--- src/rtl/easyaxi_rd_arb_pkg.sv ---
// Shared AXI width/encoding macros and arbiter types for the easyaxi read arbiter.
// The macros are guarded so other easyaxi files may define the same set.
`ifndef EASYAXI_DEFINES
`define EASYAXI_DEFINES
`define AXI_ID_W     4
`define AXI_ADDR_W   32
`define AXI_LEN_W    8
`define AXI_SIZE_W   3
`define AXI_BURST_W  2
`define AXI_DATA_W   32
`define AXI_RESP_W   2
`define AXI_BURST_FIXED 2'b00
`define AXI_BURST_INCR  2'b01
`define AXI_BURST_WRAP  2'b10
`define AXI_SIZE_1B  3'b000
`define AXI_SIZE_2B  3'b001
`define AXI_SIZE_4B  3'b010
`define AXI_RESP_OKAY   2'b00
`define AXI_RESP_EXOKAY 2'b01
`define AXI_RESP_SLVERR 2'b10
`define AXI_RESP_DECERR 2'b11
`endif

`ifndef AXI_ARB_IDX_W
`define AXI_ARB_IDX_W(n) (((n) > 1) ? $clog2(n) : 1)
`endif

package easyaxi_rd_arb_pkg;

    typedef enum logic {
        ARB_IDLE = 1'b0,
        ARB_LOCK = 1'b1
    } arb_state_e;

endpackage

--- src/rtl/easyaxi_rr_pick.sv ---
// Combinational round-robin finder: first asserted req at or after ptr, wrapping
// modulo NUM_MST.
module easyaxi_rr_pick
    import easyaxi_rd_arb_pkg::*;
#(
    parameter int NUM_MST = 2,
    parameter int IDX_W   = 1
)(
    input  logic [NUM_MST-1:0] req,
    input  logic [IDX_W-1:0]   ptr,
    output logic [IDX_W-1:0]   gnt_idx,
    output logic               any
);

    logic [IDX_W-1:0] cand;

    always_comb begin
        gnt_idx = '0;
        any     = 1'b0;
        cand    = '0;
        for (int i = 0; i < NUM_MST; i++) begin
            cand = IDX_W'((int'(ptr) + i) % NUM_MST);
            if (!any && req[cand]) begin
                gnt_idx = cand;
                any     = 1'b1;
            end
        end
    end

endmodule

--- src/rtl/easyaxi_rd_arb.sv ---
// N-to-1 AXI read arbiter: round-robin AR with grant lock, master index prefixed
// onto ARID, R beats routed back by RID prefix, per-master outstanding throttling.
module easyaxi_rd_arb
    import easyaxi_rd_arb_pkg::*;
#(
    parameter  int NUM_MST   = 2,
    parameter  int OST_DEPTH = 4,
    localparam int IDX_W     = `AXI_ARB_IDX_W(NUM_MST),
    localparam int CNT_W     = $clog2(OST_DEPTH) + 1
)(
    input  logic                               clk,
    input  logic                               rst_n,
    input  logic [NUM_MST-1:0]                 s_arvalid,
    output logic [NUM_MST-1:0]                 s_arready,
    input  logic [NUM_MST*`AXI_ID_W-1:0]       s_arid,
    input  logic [NUM_MST*`AXI_ADDR_W-1:0]     s_araddr,
    input  logic [NUM_MST*`AXI_LEN_W-1:0]      s_arlen,
    input  logic [NUM_MST*`AXI_SIZE_W-1:0]     s_arsize,
    input  logic [NUM_MST*`AXI_BURST_W-1:0]    s_arburst,
    output logic [NUM_MST-1:0]                 s_rvalid,
    input  logic [NUM_MST-1:0]                 s_rready,
    output logic [`AXI_ID_W-1:0]               s_rid,
    output logic [`AXI_DATA_W-1:0]             s_rdata,
    output logic [`AXI_RESP_W-1:0]             s_rresp,
    output logic                               s_rlast,
    output logic                               m_arvalid,
    input  logic                               m_arready,
    output logic [IDX_W+`AXI_ID_W-1:0]         m_arid,
    output logic [`AXI_ADDR_W-1:0]             m_araddr,
    output logic [`AXI_LEN_W-1:0]              m_arlen,
    output logic [`AXI_SIZE_W-1:0]             m_arsize,
    output logic [`AXI_BURST_W-1:0]            m_arburst,
    input  logic                               m_rvalid,
    output logic                               m_rready,
    input  logic [IDX_W+`AXI_ID_W-1:0]         m_rid,
    input  logic [`AXI_DATA_W-1:0]             m_rdata,
    input  logic [`AXI_RESP_W-1:0]             m_rresp,
    input  logic                               m_rlast,
    output logic [NUM_MST*CNT_W-1:0]           ost_cnt,
    output logic                               err
);

    arb_state_e       state, next_state;
    logic [IDX_W-1:0] grant, rr_ptr, pick_idx, r_idx;
    logic             pick_any, ar_hs, r_bad, r_last_hs, underflow;
    logic [NUM_MST-1:0] eligible, cnt_inc, cnt_dec;
    logic [CNT_W-1:0] cnt [NUM_MST];

    always_comb begin
        eligible = '0;
        for (int k = 0; k < NUM_MST; k++) begin
            eligible[k] = s_arvalid[k] && (cnt[k] < CNT_W'(OST_DEPTH));
        end
    end

    easyaxi_rr_pick #(
        .NUM_MST (NUM_MST),
        .IDX_W   (IDX_W)
    ) u_pick (
        .req     (eligible),
        .ptr     (rr_ptr),
        .gnt_idx (pick_idx),
        .any     (pick_any)
    );

    always_ff @(posedge clk or negedge rst_n) begin
        if (!rst_n) begin
            state  <= ARB_IDLE;
            grant  <= '0;
            rr_ptr <= '0;
        end else begin
            state <= next_state;
            if (state == ARB_IDLE && pick_any) begin
                grant <= pick_idx;
            end
            if (ar_hs) begin
                rr_ptr <= (int'(grant) == NUM_MST - 1) ? '0 : grant + IDX_W'(1);
            end
        end
    end

    // The grant stays locked until the downstream handshake; no re-arbitration in LOCK.
    always_comb begin
        next_state = state;
        m_arvalid  = 1'b0;
        s_arready  = '0;
        ar_hs      = 1'b0;
        case (state)
            ARB_IDLE: begin
                if (pick_any) next_state = ARB_LOCK;
            end
            ARB_LOCK: begin
                m_arvalid        = 1'b1;
                s_arready[grant] = m_arready;
                ar_hs            = m_arready;
                if (m_arready) next_state = ARB_IDLE;
            end
            default: next_state = ARB_IDLE;
        endcase
    end

    always_comb begin
        m_arid    = '0;
        m_araddr  = '0;
        m_arlen   = '0;
        m_arsize  = '0;
        m_arburst = '0;
        if (state == ARB_LOCK) begin
            m_arid    = {grant, s_arid[int'(grant)*`AXI_ID_W +: `AXI_ID_W]};
            m_araddr  = s_araddr[int'(grant)*`AXI_ADDR_W +: `AXI_ADDR_W];
            m_arlen   = s_arlen[int'(grant)*`AXI_LEN_W +: `AXI_LEN_W];
            m_arsize  = s_arsize[int'(grant)*`AXI_SIZE_W +: `AXI_SIZE_W];
            m_arburst = s_arburst[int'(grant)*`AXI_BURST_W +: `AXI_BURST_W];
        end
    end

    assign r_idx   = m_rid[`AXI_ID_W +: IDX_W];
    assign r_bad   = int'(r_idx) >= NUM_MST;
    assign s_rid   = m_rid[`AXI_ID_W-1:0];
    assign s_rdata = m_rdata;
    assign s_rresp = m_rresp;
    assign s_rlast = m_rlast;

    // Beats with an out-of-range prefix are swallowed so the slave never stalls on them.
    always_comb begin
        s_rvalid = '0;
        m_rready = 1'b0;
        if (rst_n) begin
            if (r_bad) begin
                m_rready = 1'b1;
            end else begin
                s_rvalid[r_idx] = m_rvalid;
                m_rready        = s_rready[r_idx];
            end
        end
    end

    assign r_last_hs = m_rvalid && m_rready && m_rlast && !r_bad;

    always_comb begin
        cnt_inc   = '0;
        cnt_dec   = '0;
        underflow = 1'b0;
        if (ar_hs) cnt_inc[grant] = 1'b1;
        if (r_last_hs) cnt_dec[r_idx] = 1'b1;
        for (int k = 0; k < NUM_MST; k++) begin
            if (cnt_dec[k] && !cnt_inc[k] && cnt[k] == '0) underflow = 1'b1;
        end
    end

    // An AR accept and an rlast on the same master in one cycle cancel out.
    always_ff @(posedge clk or negedge rst_n) begin
        if (!rst_n) begin
            for (int k = 0; k < NUM_MST; k++) cnt[k] <= '0;
            err <= 1'b0;
        end else begin
            for (int k = 0; k < NUM_MST; k++) begin
                if (cnt_inc[k] && !cnt_dec[k]) begin
                    cnt[k] <= cnt[k] + CNT_W'(1);
                end else if (cnt_dec[k] && !cnt_inc[k] && cnt[k] != '0) begin
                    cnt[k] <= cnt[k] - CNT_W'(1);
                end
            end
            if (underflow || (m_rvalid && r_bad)) err <= 1'b1;
        end
    end

    always_comb begin
        ost_cnt = '0;
        for (int k = 0; k < NUM_MST; k++) begin
            ost_cnt[k*CNT_W +: CNT_W] = cnt[k];
        end
    end

endmodule
--- config.mk ---
export PLATFORM = sky130hd
export DESIGN_NAME = easyaxi_rd_arb
export DESIGN_NICKNAME = d
export VERILOG_FILES = /design/src/rtl/easyaxi_rd_arb_pkg.sv /design/src/rtl/easyaxi_rr_pick.sv /design/src/rtl/easyaxi_rd_arb.sv
export SDC_FILE = /design/constraint.sdc
export NUM_CORES = 1
export LEC_CHECK = 0
export CORE_AREA = 2 2 98 100
export DETAILED_ROUTE_END_ITERATION = 10
export DIE_AREA = 0 0 100 102
export GPL_TIMING_DRIVEN = 0
export PLACE_DENSITY = 0.65
export REMOVE_ABC_BUFFERS = 1
export SLEW_MARGIN = 15
export SYNTH_ARGS = -nofsm -noshare
export SYNTH_HDL_FRONTEND = slang
export SYNTH_SLANG_ARGS = --single-unit
--- constraint.sdc ---
create_clock -name clk -period 2.11 [get_ports clk]
set_input_delay 0.422 -clock clk [delete_from_list [all_inputs] [get_ports clk]]
set_output_delay 0.422 -clock clk [all_outputs]
set_load 0.01 [all_outputs]
==> results of run 1 <==
timing repair:
item	CTS	global route
gates resized for setup	64	9
buffers inserted	5	2
pin swaps	1	2
gates cloned	1	0
setup endpoints to repair	60	9
flip-flops by register name, indices dropped and copies added, names as in the netlist:
| register | cells |
|---|---|
| state | 1 |
| rr_ptr | 1 |
| ost_cnt | 6 |
| err | 1 |
| grant | 1 |
metrics by stage:
step	setup WS, ps	util	cell area, um2
2_1_floorplan	-1140	-	1330
3_3_place_gp	-1860	0.349	3180
3_5_place_dp	-767	0.352	3210
4_1_cts	-9.76	0.362	3300
5_1_grt	-39.4	0.367	3340
6_report	103	0.367	3340
per-layer routing:
layer	global-route usage	up-vias	wire length [um]
li1	-	960	-
met1	0.162	891	3000
met2	0.225	164	3340
met3	0.166	13	2010
met4	0.0179	2	61
met5	0.0529	-	37
final cells by class:
class                      instances  share of cell area
timing repair inverter             1             0.00337
tap                              111              0.0416
sequential                        10              0.0764
timing repair buffer             179               0.525
clock buffer                       4              0.0135
multi-input combinational        149               0.329
inverter                           6              0.0105
how the worst max path moves through the flow:
stage / from / end / depth (start not counted)
final: grant / ost_cnt[2] / 8
after global routing: grant / ost_cnt[2] / 8
after CTS: state / m_araddr[18] / 3
after detailed placement: rst_n / ost_cnt[5] / 8
after global placement: grant / ost_cnt[5] / 6
after floorplan: grant / ost_cnt[5] / 6
power breakdown:
group / switching (mW) / leakage (nW) / internal [mW] / total (mW)
logic: 1.28 / 1.56 / 1.43 / 2.71
clock network: 0.0761 / 0.0228 / 0.132 / 0.209
registers: 0.167 / 0.116 / 0.299 / 0.466
total: 1.52 / 1.70 / 1.86 / 3.39
cells in the final DEF, fill, tap and decap left out, types with 2 or more instances in the layout:
master	count
inv_1	4
o211ai_1	2
mux2i_1	51
nand3_2	2
clkbuf_8	3
nand2_1	5
dlygate4sd2_1	51
nor3_1	3
dlymetal6s2s_1	7
dfrtp_1	8
nor2b_1	3
buf_12	2
nor2_1	53
o31a_1	2
clkdlybuf4s50_1	112
a31oi_4	2
buf_4	5
a21oi_1	2
logic make-up (layout without fill, tap and decap cells):
group           count (synthesis)  in the layout  synth area share
mux                            52             52             0.314
compound gates                 17             17            0.0770
buf+inv                        56            190             0.217
flops                          10             10             0.149
fa+ha+maj                       2              2            0.0239
xor+xnor                        1              1           0.00523
simple gates                   77             77             0.213
==> key figures, run 1 <==
Timing
  – Final setup viols: 0
  – Final setup TNS: 0 ps
  – Tmin final: 2010 ps
  – Slew @ Worst Pin: 371 ps
  – Slew Viols, Final: 0
  – RSZ-0062 raised after global routing: true
  – Worst hold margin: 174 ps
  – Setup Skew: 2.03 ps
  – Slew HR: 0.752
  – Hold violation count in the final report: 0
  – Max frequency: 498 MHz
  – Tcrit/Tclk final: 0.951

Setup path
  – Element type at the critical path end: flip-flop
  – CP Max Fanout: 12
  – Worst EP arrival: 2160 ps
  – Setup Crit Path Kind: reg2reg
  – Worst reg2reg startpoint: grant
  – Buf+Inv Stages, Crit Path: 2
  – Critical path launch point type: flip-flop
  – Worst-case reg-to-reg path depth: 8
  – Slowest-stage cell, CP: dfrtp_4
  – R2R setup slack: 100 ps
  – Worst reg2reg path endpoint: ost_cnt[2]
  – Largest stage delay, worst path: 510 ps
  – CP top delay family: flip-flops
  – WP data required: 2260 ps
  – Worst-path cell chain: buf_6, nand3b_4, a31oi_4, inv_1, fa_2, nor2_2, a221oi_2, nor3_1

Yosys
  – Synth Instances: 215
  – Syn avg cell area: 7.79 um2
  – List of most frequent post-synthesis cells: nor2_1, mux2i_1, buf_4
  – Ys flop type: dfrtp_1
  – EDFF count, synth: 0
  – Mapped Area: 0.00167 mm2
  – Top cell type's share of synthesized area: 0.305
  – FFs w/ async S/R, synth: 1.00
  – Most numerous cell in the Yosys netlist: nor2_1
  – Cell variety after synth: 39
  – Yosys top cell by area: mux2i_1
  – Top cells by area, synth: mux2i_1, buf_4, dfrtp_1, nor2_1, fa_1
  – Post-synthesis register bit count: 10
  – Yosys warns: 0
  – Sequential share of the synthesized area: 0.149

Power and ir drop
  – VDD IR max: 0.000522 V
  – Overall power: 3.39 mW
  – Power per cell area: 1010 mW/mm2
  – Static Leak: 1.70 nW

Clock network
  – Clock transition at path regs: 50 ps
  – Total CTS buffers: 3
  – TritonCTS clock tree: yes
  – Clock Path Buffers: 2
  – Root Driver: clkbuf_8
  – Clk sink count: 10
  – Hold_buf cts: 0
  – CTS HTree Levels: 1
  – Skew-Pair Late Insertion Delay: 240 ps

Detailed routing
  – Routed WL: 8450 um
  – WL/cell: 18.4 um
  – Via count: 2030
  – Post-route ant nets: 0
  – Iteration-0 DRC Markers: 34
  – Initial DRT Pass Iterations: 4
  – DRC violations left: 0
  – DR vias/cell: 4.41

Global route
  – Antenna violations before repair: 0
  – Total track usage: 0.157
  – Overflow after GRT: 0
  – Number of global-route vias before repair: 2113
  – Largest net degree at the start of global routing: 30
  – First-pass GRT wire length: 12000 um

Place
  – Placed Cells: 448
  – Detailed placer's ending HPWL: 6850 um
  – Routability Congestion: 0.784
  – IO Port Bufs: 171

Layout
  – Layout cells sized above 1: 0.0831
  – Register area: 255 um2
  – Fin cells: 460
  – Antenna Cells: 0
  – Syn-to-layout area delta: 99.6%
  – Final nets: 498
  – Multi-input logic area: 0.00110 mm2
  – Fillers: 963

Floorplanning
  – Die Y: 102 um
  – Core Area: 0.00911 mm2
  – Die area: 0.0102 mm2
  – DIE WIDTH: 100 um
  – Initial Utilization: 0.184
  – IO Pins: 248
  – Row cnt: 35

Flow run
  – Max Cap Viol: 0

Run status
  – Status: completed

Worst hold path
  – Worst Hold Class: in2async
(Power assumes the default switching activity.)
==> inputs of run 2 (changes only) <==
--- a/config.mk
+++ b/config.mk
@@ -5,11 +5,11 @@
 export SDC_FILE = /design/constraint.sdc
 export NUM_CORES = 1
 export LEC_CHECK = 0
-export CORE_AREA = 2 2 98 100
+export CORE_AREA = 2 2 96 98
 export DETAILED_ROUTE_END_ITERATION = 10
-export DIE_AREA = 0 0 100 102
+export DIE_AREA = 0 0 98 100
 export GPL_TIMING_DRIVEN = 0
-export PLACE_DENSITY = 0.65
+export PLACE_DENSITY = 0.7
 export REMOVE_ABC_BUFFERS = 1
 export SLEW_MARGIN = 15
 export SYNTH_ARGS = -nofsm -noshare
==> constraint.sdc (replaced) <==
create_clock -name clk -period 1.65 [get_ports clk]
set_input_delay 0.33 -clock clk [delete_from_list [all_inputs] [get_ports clk]]
set_output_delay 0.33 -clock clk [all_outputs]
set_load 0.01 [all_outputs]
==> key figures, run 2 (synthesis results as in run 1) <==
Clock network
  – Total CTS buffers: 3 (unchanged)
  – Skew-Pair Late Insertion Delay: 230 ps (was 240 ps)
  – Clk sink count: 10 (unchanged)
  – Clock transition at path regs: 50 ps (about the same)
  – Clock Path Buffers: 2 (unchanged)
  – CTS HTree Levels: 1 (unchanged)
  – TritonCTS clock tree: yes (unchanged)
  – Root Driver: clkbuf_8 (unchanged)

Detailed routing
  – Via count: 2195 (was 2030)
  – Post-route ant nets: 0 (unchanged)
  – WL/cell: 19.2 um (was 18.4 um)
  – DR vias/cell: 4.57 (was 4.41)
  – Routed WL: 9190 um (was 8450 um)
  – Iteration-0 DRC Markers: 48 (was 34)
  – DRC violations left: 0 (unchanged)
  – Initial DRT Pass Iterations: 6 (was 4)

Setup path
  – Worst EP arrival: 2060 ps (was 2160 ps)
  – Crit. Startpoint: grant (unchanged)
  – Setup Crit Path Kind: reg2reg (unchanged)
  – Worst reg2reg startpoint: grant (unchanged)
  – CP Max Fanout: 4 (was 12)
  – WP data required: 1770 ps (was 2260 ps)
  – Critical path launch point type: flip-flop (unchanged)
  – Element type at the critical path end: flip-flop (unchanged)

Floorplanning
  – Row cnt: 35 (unchanged)
  – Die Y: 100 um (was 102 um)
  – DIE WIDTH: 98 um (was 100 um)
  – IO Pins: 248 (unchanged)
  – Die area: 0.00980 mm2 (was 0.0102 mm2)
  – Initial Utilization: 0.188 (was 0.184)
  – Core Area: 0.00889 mm2 (was 0.00911 mm2)

Timing
  – Tcrit/Tclk final: 1.18 (was 0.951)
  – Final setup TNS: -10010 ps (was 0 ps)
  – Tmin final: 1950 ps (was 2010 ps)
  – Final setup viols: 58 (was 0)
  – Slew @ Worst Pin: 518 ps (was 371 ps)
  – Slew HR: 0.654 (was 0.752)
  – Setup slack after layout: -297 ps (was 103 ps)
  – Slew Viols, Final: 0 (unchanged)
  – Worst hold margin: 475 ps (was 174 ps)
  – Setup Skew: 4.22 ps (was 2.03 ps)
  – RSZ-0062 raised after global routing: true (unchanged)
  – Hold violation count in the final report: 0 (unchanged)
  – Max frequency: 513 MHz (was 498 MHz)

Place
  – Placed cell area: 0.00321 mm2 (unchanged)
  – Detailed placer's ending HPWL: 7040 um (was 6850 um)
  – Routability Congestion: 0.824 (was 0.784)
  – IO Port Bufs: 171 (unchanged)
  – Placed Cells: 448 (unchanged)
  – Pre-CTS WS: -1130 ps (was -767 ps)

Global route
  – Total track usage: 0.177 (was 0.157)
  – Largest net degree at the start of global routing: 27 (was 30)
  – First-pass GRT wire length: 13100 um (was 12000 um)
  – Overflow after GRT: 0 (unchanged)
  – Antenna violations before repair: 0 (unchanged)
  – Number of global-route vias before repair: 2261 (was 2113)

Layout
  – Multi-input logic area: 0.00116 mm2 (was 0.00110 mm2)
  – Register area: 260 um2 (was 255 um2)
  – Antenna Cells: 0 (unchanged)
  – Final core utilization: 0.390 (was 0.367)
  – Max reg flops: 6 (unchanged)
  – Final nets: 518 (was 498)
  – Fin area: 0.00347 mm2 (was 0.00334 mm2)
  – Syn-to-layout area delta: 107% (was 99.6%)
  – Fillers: 900 (was 963)
  – Fin cells: 480 (was 460)
  – Layout cells sized above 1: 0.317 (was 0.0831)
  – Most frequent cells in the layout: clkdlybuf4s50_1, nor2_1, buf_2 (was clkdlybuf4s50_1, nor2_1, mux2i_1, dlygate4sd2_1, dfrtp_1)
  – Most common cell after layout, fill and taps aside: clkdlybuf4s50_1 (unchanged)

Power and ir drop
  – Static Leak: 1.67 nW (was 1.70 nW)
  – Power per cell area: 1470 mW/mm2 (was 1010 mW/mm2)
  – VDD IR max: 0.000464 V (was 0.000522 V)
  – Overall power: 5.08 mW (was 3.39 mW)

Worst hold path
  – Worst Hold Class: reg2reg (was in2async)
  – HP Start: err

Flow run
  – Max Cap Viol: 0 (unchanged)

Run status
  – Status: finished with violations (was completed)
  – Failing checks: negative setup slack
run 2: what timing repair did:
action                                 4_1_cts  5_1_grt
pin swaps                                    9        8
endpoints found under the hold margin       10        0
setup buffers                               20        4
gates resized for setup                    261       14
setup endpoints to repair                   65       62
hold buffers                                 1        0
gates cloned                                 4        0
run 2: cell type report:
cell class / instances / area share
inverters: 6 / 0.0108
well taps: 111 / 0.0400
flip-flops and latches: 10 / 0.0750
multi-input cells: 149 / 0.333
repair inverters: 1 / 0.00252
repair buffers: 199 / 0.525
clock buffers: 4 / 0.0130
run 2: power by group:
part	switching, mW	leakage [nW]	internal (mW)
clock	0.0999	0.0228	0.170
sequential	0.212	0.112	0.391
combinational	1.92	1.54	2.29
total	2.23	1.67	2.85
run 2: final timing paths:
path | depth (start not counted) | to | slack [ps]
setup / recovery | 7 | ost_cnt[2] | -300
hold / removal | 2 | err | 470
setup reg to reg | 7 | ost_cnt[2] | -300
hold reg to reg | 2 | err | 470
max in group asynchronous | 2 | grant | 620
min in group asynchronous | 2 | ost_cnt[1] | 640
run 2: worst max-delay path, cell delays in order (launching register included):
cell,delay (ps)
dfrtp_4,530
buf_16,150
nand3b_4,160
a31oi_4,200
inv_2,60
fa_2,390
a221oi_2,250
nor3_1,90
run 2: per-layer routing:
layer	wire length [um]	GRT usage	part of all wire
met4	263	0.0524	0.029
met3	1430	0.109	0.16
met2	4110	0.291	0.45
met1	3310	0.185	0.36
met5	75	0.0564	0.0082
==> inputs of run 3 (changes only) <==
--- a/config.mk
+++ b/config.mk
@@ -5,12 +5,16 @@
 export SDC_FILE = /design/constraint.sdc
 export NUM_CORES = 1
 export LEC_CHECK = 0
-export CORE_AREA = 2 2 96 98
+export CELL_PAD_IN_SITES_DETAIL_PLACEMENT = 1
+export CELL_PAD_IN_SITES_GLOBAL_PLACEMENT = 2
+export CORE_ASPECT_RATIO = 0.8
+export CORE_MARGIN = 2
+export CORE_UTILIZATION = 10
 export DETAILED_ROUTE_END_ITERATION = 10
-export DIE_AREA = 0 0 98 100
 export GPL_TIMING_DRIVEN = 0
-export PLACE_DENSITY = 0.7
+export PLACE_DENSITY = 0.85
 export REMOVE_ABC_BUFFERS = 1
+export SKIP_LAST_GASP = 1
 export SLEW_MARGIN = 15
 export SYNTH_ARGS = -nofsm -noshare
 export SYNTH_HDL_FRONTEND = slang
==> key figures, run 3 (synthesis results as in run 1) <==
Power and ir drop
  – Overall power: 5.34 mW (was 5.08 mW)
  – Power per cell area: 1460 mW/mm2 (was 1470 mW/mm2)
  – Static Leak: 1.70 nW (was 1.67 nW)
  – VDD IR max: 0.000508 V (was 0.000464 V)

Timing
  – Tcrit/Tclk final: 1.20 (was 1.18)
  – Hold violation count in the final report: 0 (unchanged)
  – RSZ-0062 raised after global routing: true (unchanged)
  – Worst hold margin: 481 ps (was 475 ps)
  – Setup Skew: 0.270 ps (was 4.22 ps)
  – Slew HR: 0.669 (was 0.654)
  – Slew @ Worst Pin: 495 ps (was 518 ps)
  – Max frequency: 504 MHz (was 513 MHz)
  – Final setup viols: 60 (was 58)
  – Setup slack after layout: -334 ps (was -297 ps)
  – Slew Viols, Final: 0 (unchanged)
  – Tmin final: 1980 ps (was 1950 ps)

Global route
  – Overflow after GRT: 0 (unchanged)
  – Largest net degree at the start of global routing: 27 (unchanged)
  – Number of global-route vias before repair: 2398 (was 2261)
  – Total track usage: 0.110 (was 0.177)
  – First-pass GRT wire length: 14600 um (was 13100 um)
  – Antenna violations before repair: 0 (unchanged)

Layout
  – Final nets: 524 (was 518)
  – Most common cell after layout, fill and taps aside: clkdlybuf4s50_1 (unchanged)
  – Antenna Cells: 0 (unchanged)
  – Layout cells sized above 1: 0.333 (was 0.317)
  – Syn-to-layout area delta: 118% (was 107%)
  – Max reg flops: 6 (unchanged)
  – Fin cells: 595 (was 480)
  – Fillers: 1959 (was 900)
  – Most frequent cells in the layout: clkdlybuf4s50_1, buf_2, nor2_1 (was clkdlybuf4s50_1, nor2_1, buf_2)

Floorplanning
  – Row cnt: 42 (was 35)
  – Die area: 0.0178 mm2 (was 0.00980 mm2)
  – DIE WIDTH: 149 um (was 98 um)
  – Die Y: 120 um (was 100 um)
  – IO Pins: 248 (unchanged)
  – Initial Utilization: 0.102 (was 0.188)
  – Core Area: 0.0164 mm2 (was 0.00889 mm2)

Clock network
  – Clk sink count: 10 (unchanged)
  – Clock Path Buffers: 2 (unchanged)
  – Clock transition at path regs: 40 ps (was 50 ps)
  – CTS HTree Levels: 1 (unchanged)
  – Skew-Pair Late Insertion Delay: 240 ps (was 230 ps)
  – TritonCTS clock tree: yes (unchanged)
  – Total CTS buffers: 3 (unchanged)
  – Root Driver: clkbuf_16 (was clkbuf_8)

Flow run
  – Max Cap Viol: 0 (unchanged)

Detailed routing
  – DR vias/cell: 3.75 (was 4.57)
  – DRC violations left: 0 (unchanged)
  – Iteration-0 DRC Markers: 57 (was 48)
  – Post-route ant nets: 0 (unchanged)
  – Initial DRT Pass Iterations: 4 (was 6)
  – WL/cell: 17.5 um (was 19.2 um)
  – Via count: 2229 (was 2195)
  – Routed WL: 10400 um (was 9190 um)

Setup path
  – WP data required: 1320 ps (was 1770 ps)
  – Setup Crit Path Kind: reg2out (was reg2reg)
  – Element type at the critical path end: output pin (was flip-flop)
  – Worst-path cell chain: buf_4, buf_12, buf_16, buf_4, mux2i_1, nor2_1, buf_2 (was buf_16, nand3b_4, a31oi_4, inv_2, fa_2, a221oi_2, nor3_1)
  – R2R setup slack: -310 ps (was -300 ps)
  – Worst EP arrival: 1650 ps (was 2060 ps)
  – Critical path launch point type: flip-flop (unchanged)
  – Slowest-stage cell, CP: dfrtp_4 (unchanged)
  – Largest stage delay, worst path: 510 ps (was 530 ps)
  – Cell mode on critical path: buf_4
  – CP Max Fanout: 7 (was 4)

Run status
  – Failing checks: negative setup slack (unchanged)
  – Status: finished with violations (unchanged)

Place
  – IO Port Bufs: 171 (unchanged)
  – Placed Cells: 557 (was 448)
  – Pre-CTS WS: -1150 ps (was -1130 ps)
  – Routability Congestion: 0.687 (was 0.824)
  – Detailed placer's ending HPWL: 7430 um (was 7040 um)

Worst hold path
  – Worst Hold Class: reg2reg (unchanged)
-- run 3: critical path: cells and delay by family (launching register included) --
family / cells / cell delay, ps
simple gates: 1 / 50
buf+inv: 5 / 700
flops: 1 / 510
mux: 1 / 150
-- run 3: final timing paths --
kind                        from           end  depth (start not counted)
min                          err           err                          2
min in group asynchronous  rst_n    ost_cnt[1]                          2
max in group asynchronous  rst_n         state                          2
min reg2reg                  err           err                          2
max reg2reg                grant    ost_cnt[2]                          7
max                        grant  m_araddr[26]                          7
-- run 3: report_power, final --
part           leakage, nW  switching [mW]  total [mW]  internal (mW)
logic                 1.55            2.04        4.29           2.25
registers            0.114           0.220       0.613          0.392
clock network       0.0382           0.116       0.440          0.324
-- run 3: through the flow --
stage	TNS, ps	cell area, um2	util
finish	-11160	3650	0.222
global route	-14980	3650	0.222
CTS	-8420	3530	0.215
detailed placement	-48840	3340	0.203
global placement	-120960	3320	0.202
floorplan	-55650	1330	-
-- run 3: cell type report --
type | count | area, um2 | area share
Sequential cell | 10 | 260 | 0.0713
Multi-Input combinational cell | 149 | 1170 | 0.321
Tap cell | 220 | 275 | 0.0754
Clock buffer | 4 | 78.8 | 0.0216
Timing Repair inverter | 1 | 16.3 | 0.00445
Inverter | 6 | 35.0 | 0.00959
Timing Repair Buffer | 205 | 1820 | 0.497
-- run 3: routing by layer --
metal	GRT usage	part of all wire	vias to the layer above
li1	-	-	1016
met1	0.133	0.40	1050
met2	0.173	0.47	157
met3	0.0597	0.12	6
met4	0.0125	0.0055	0
met5	0.0265	0	-
-- run 3: timing repair --
item                                    4_1_cts  5_1_grt
hold buffers                                  1        0
cloned                                        3        0
setup buffers                                21       10
pin swaps                                     5        5
hold endpoints to repair                     10        0
endpoints found under the setup margin       68       60
resized for setup                           253       23
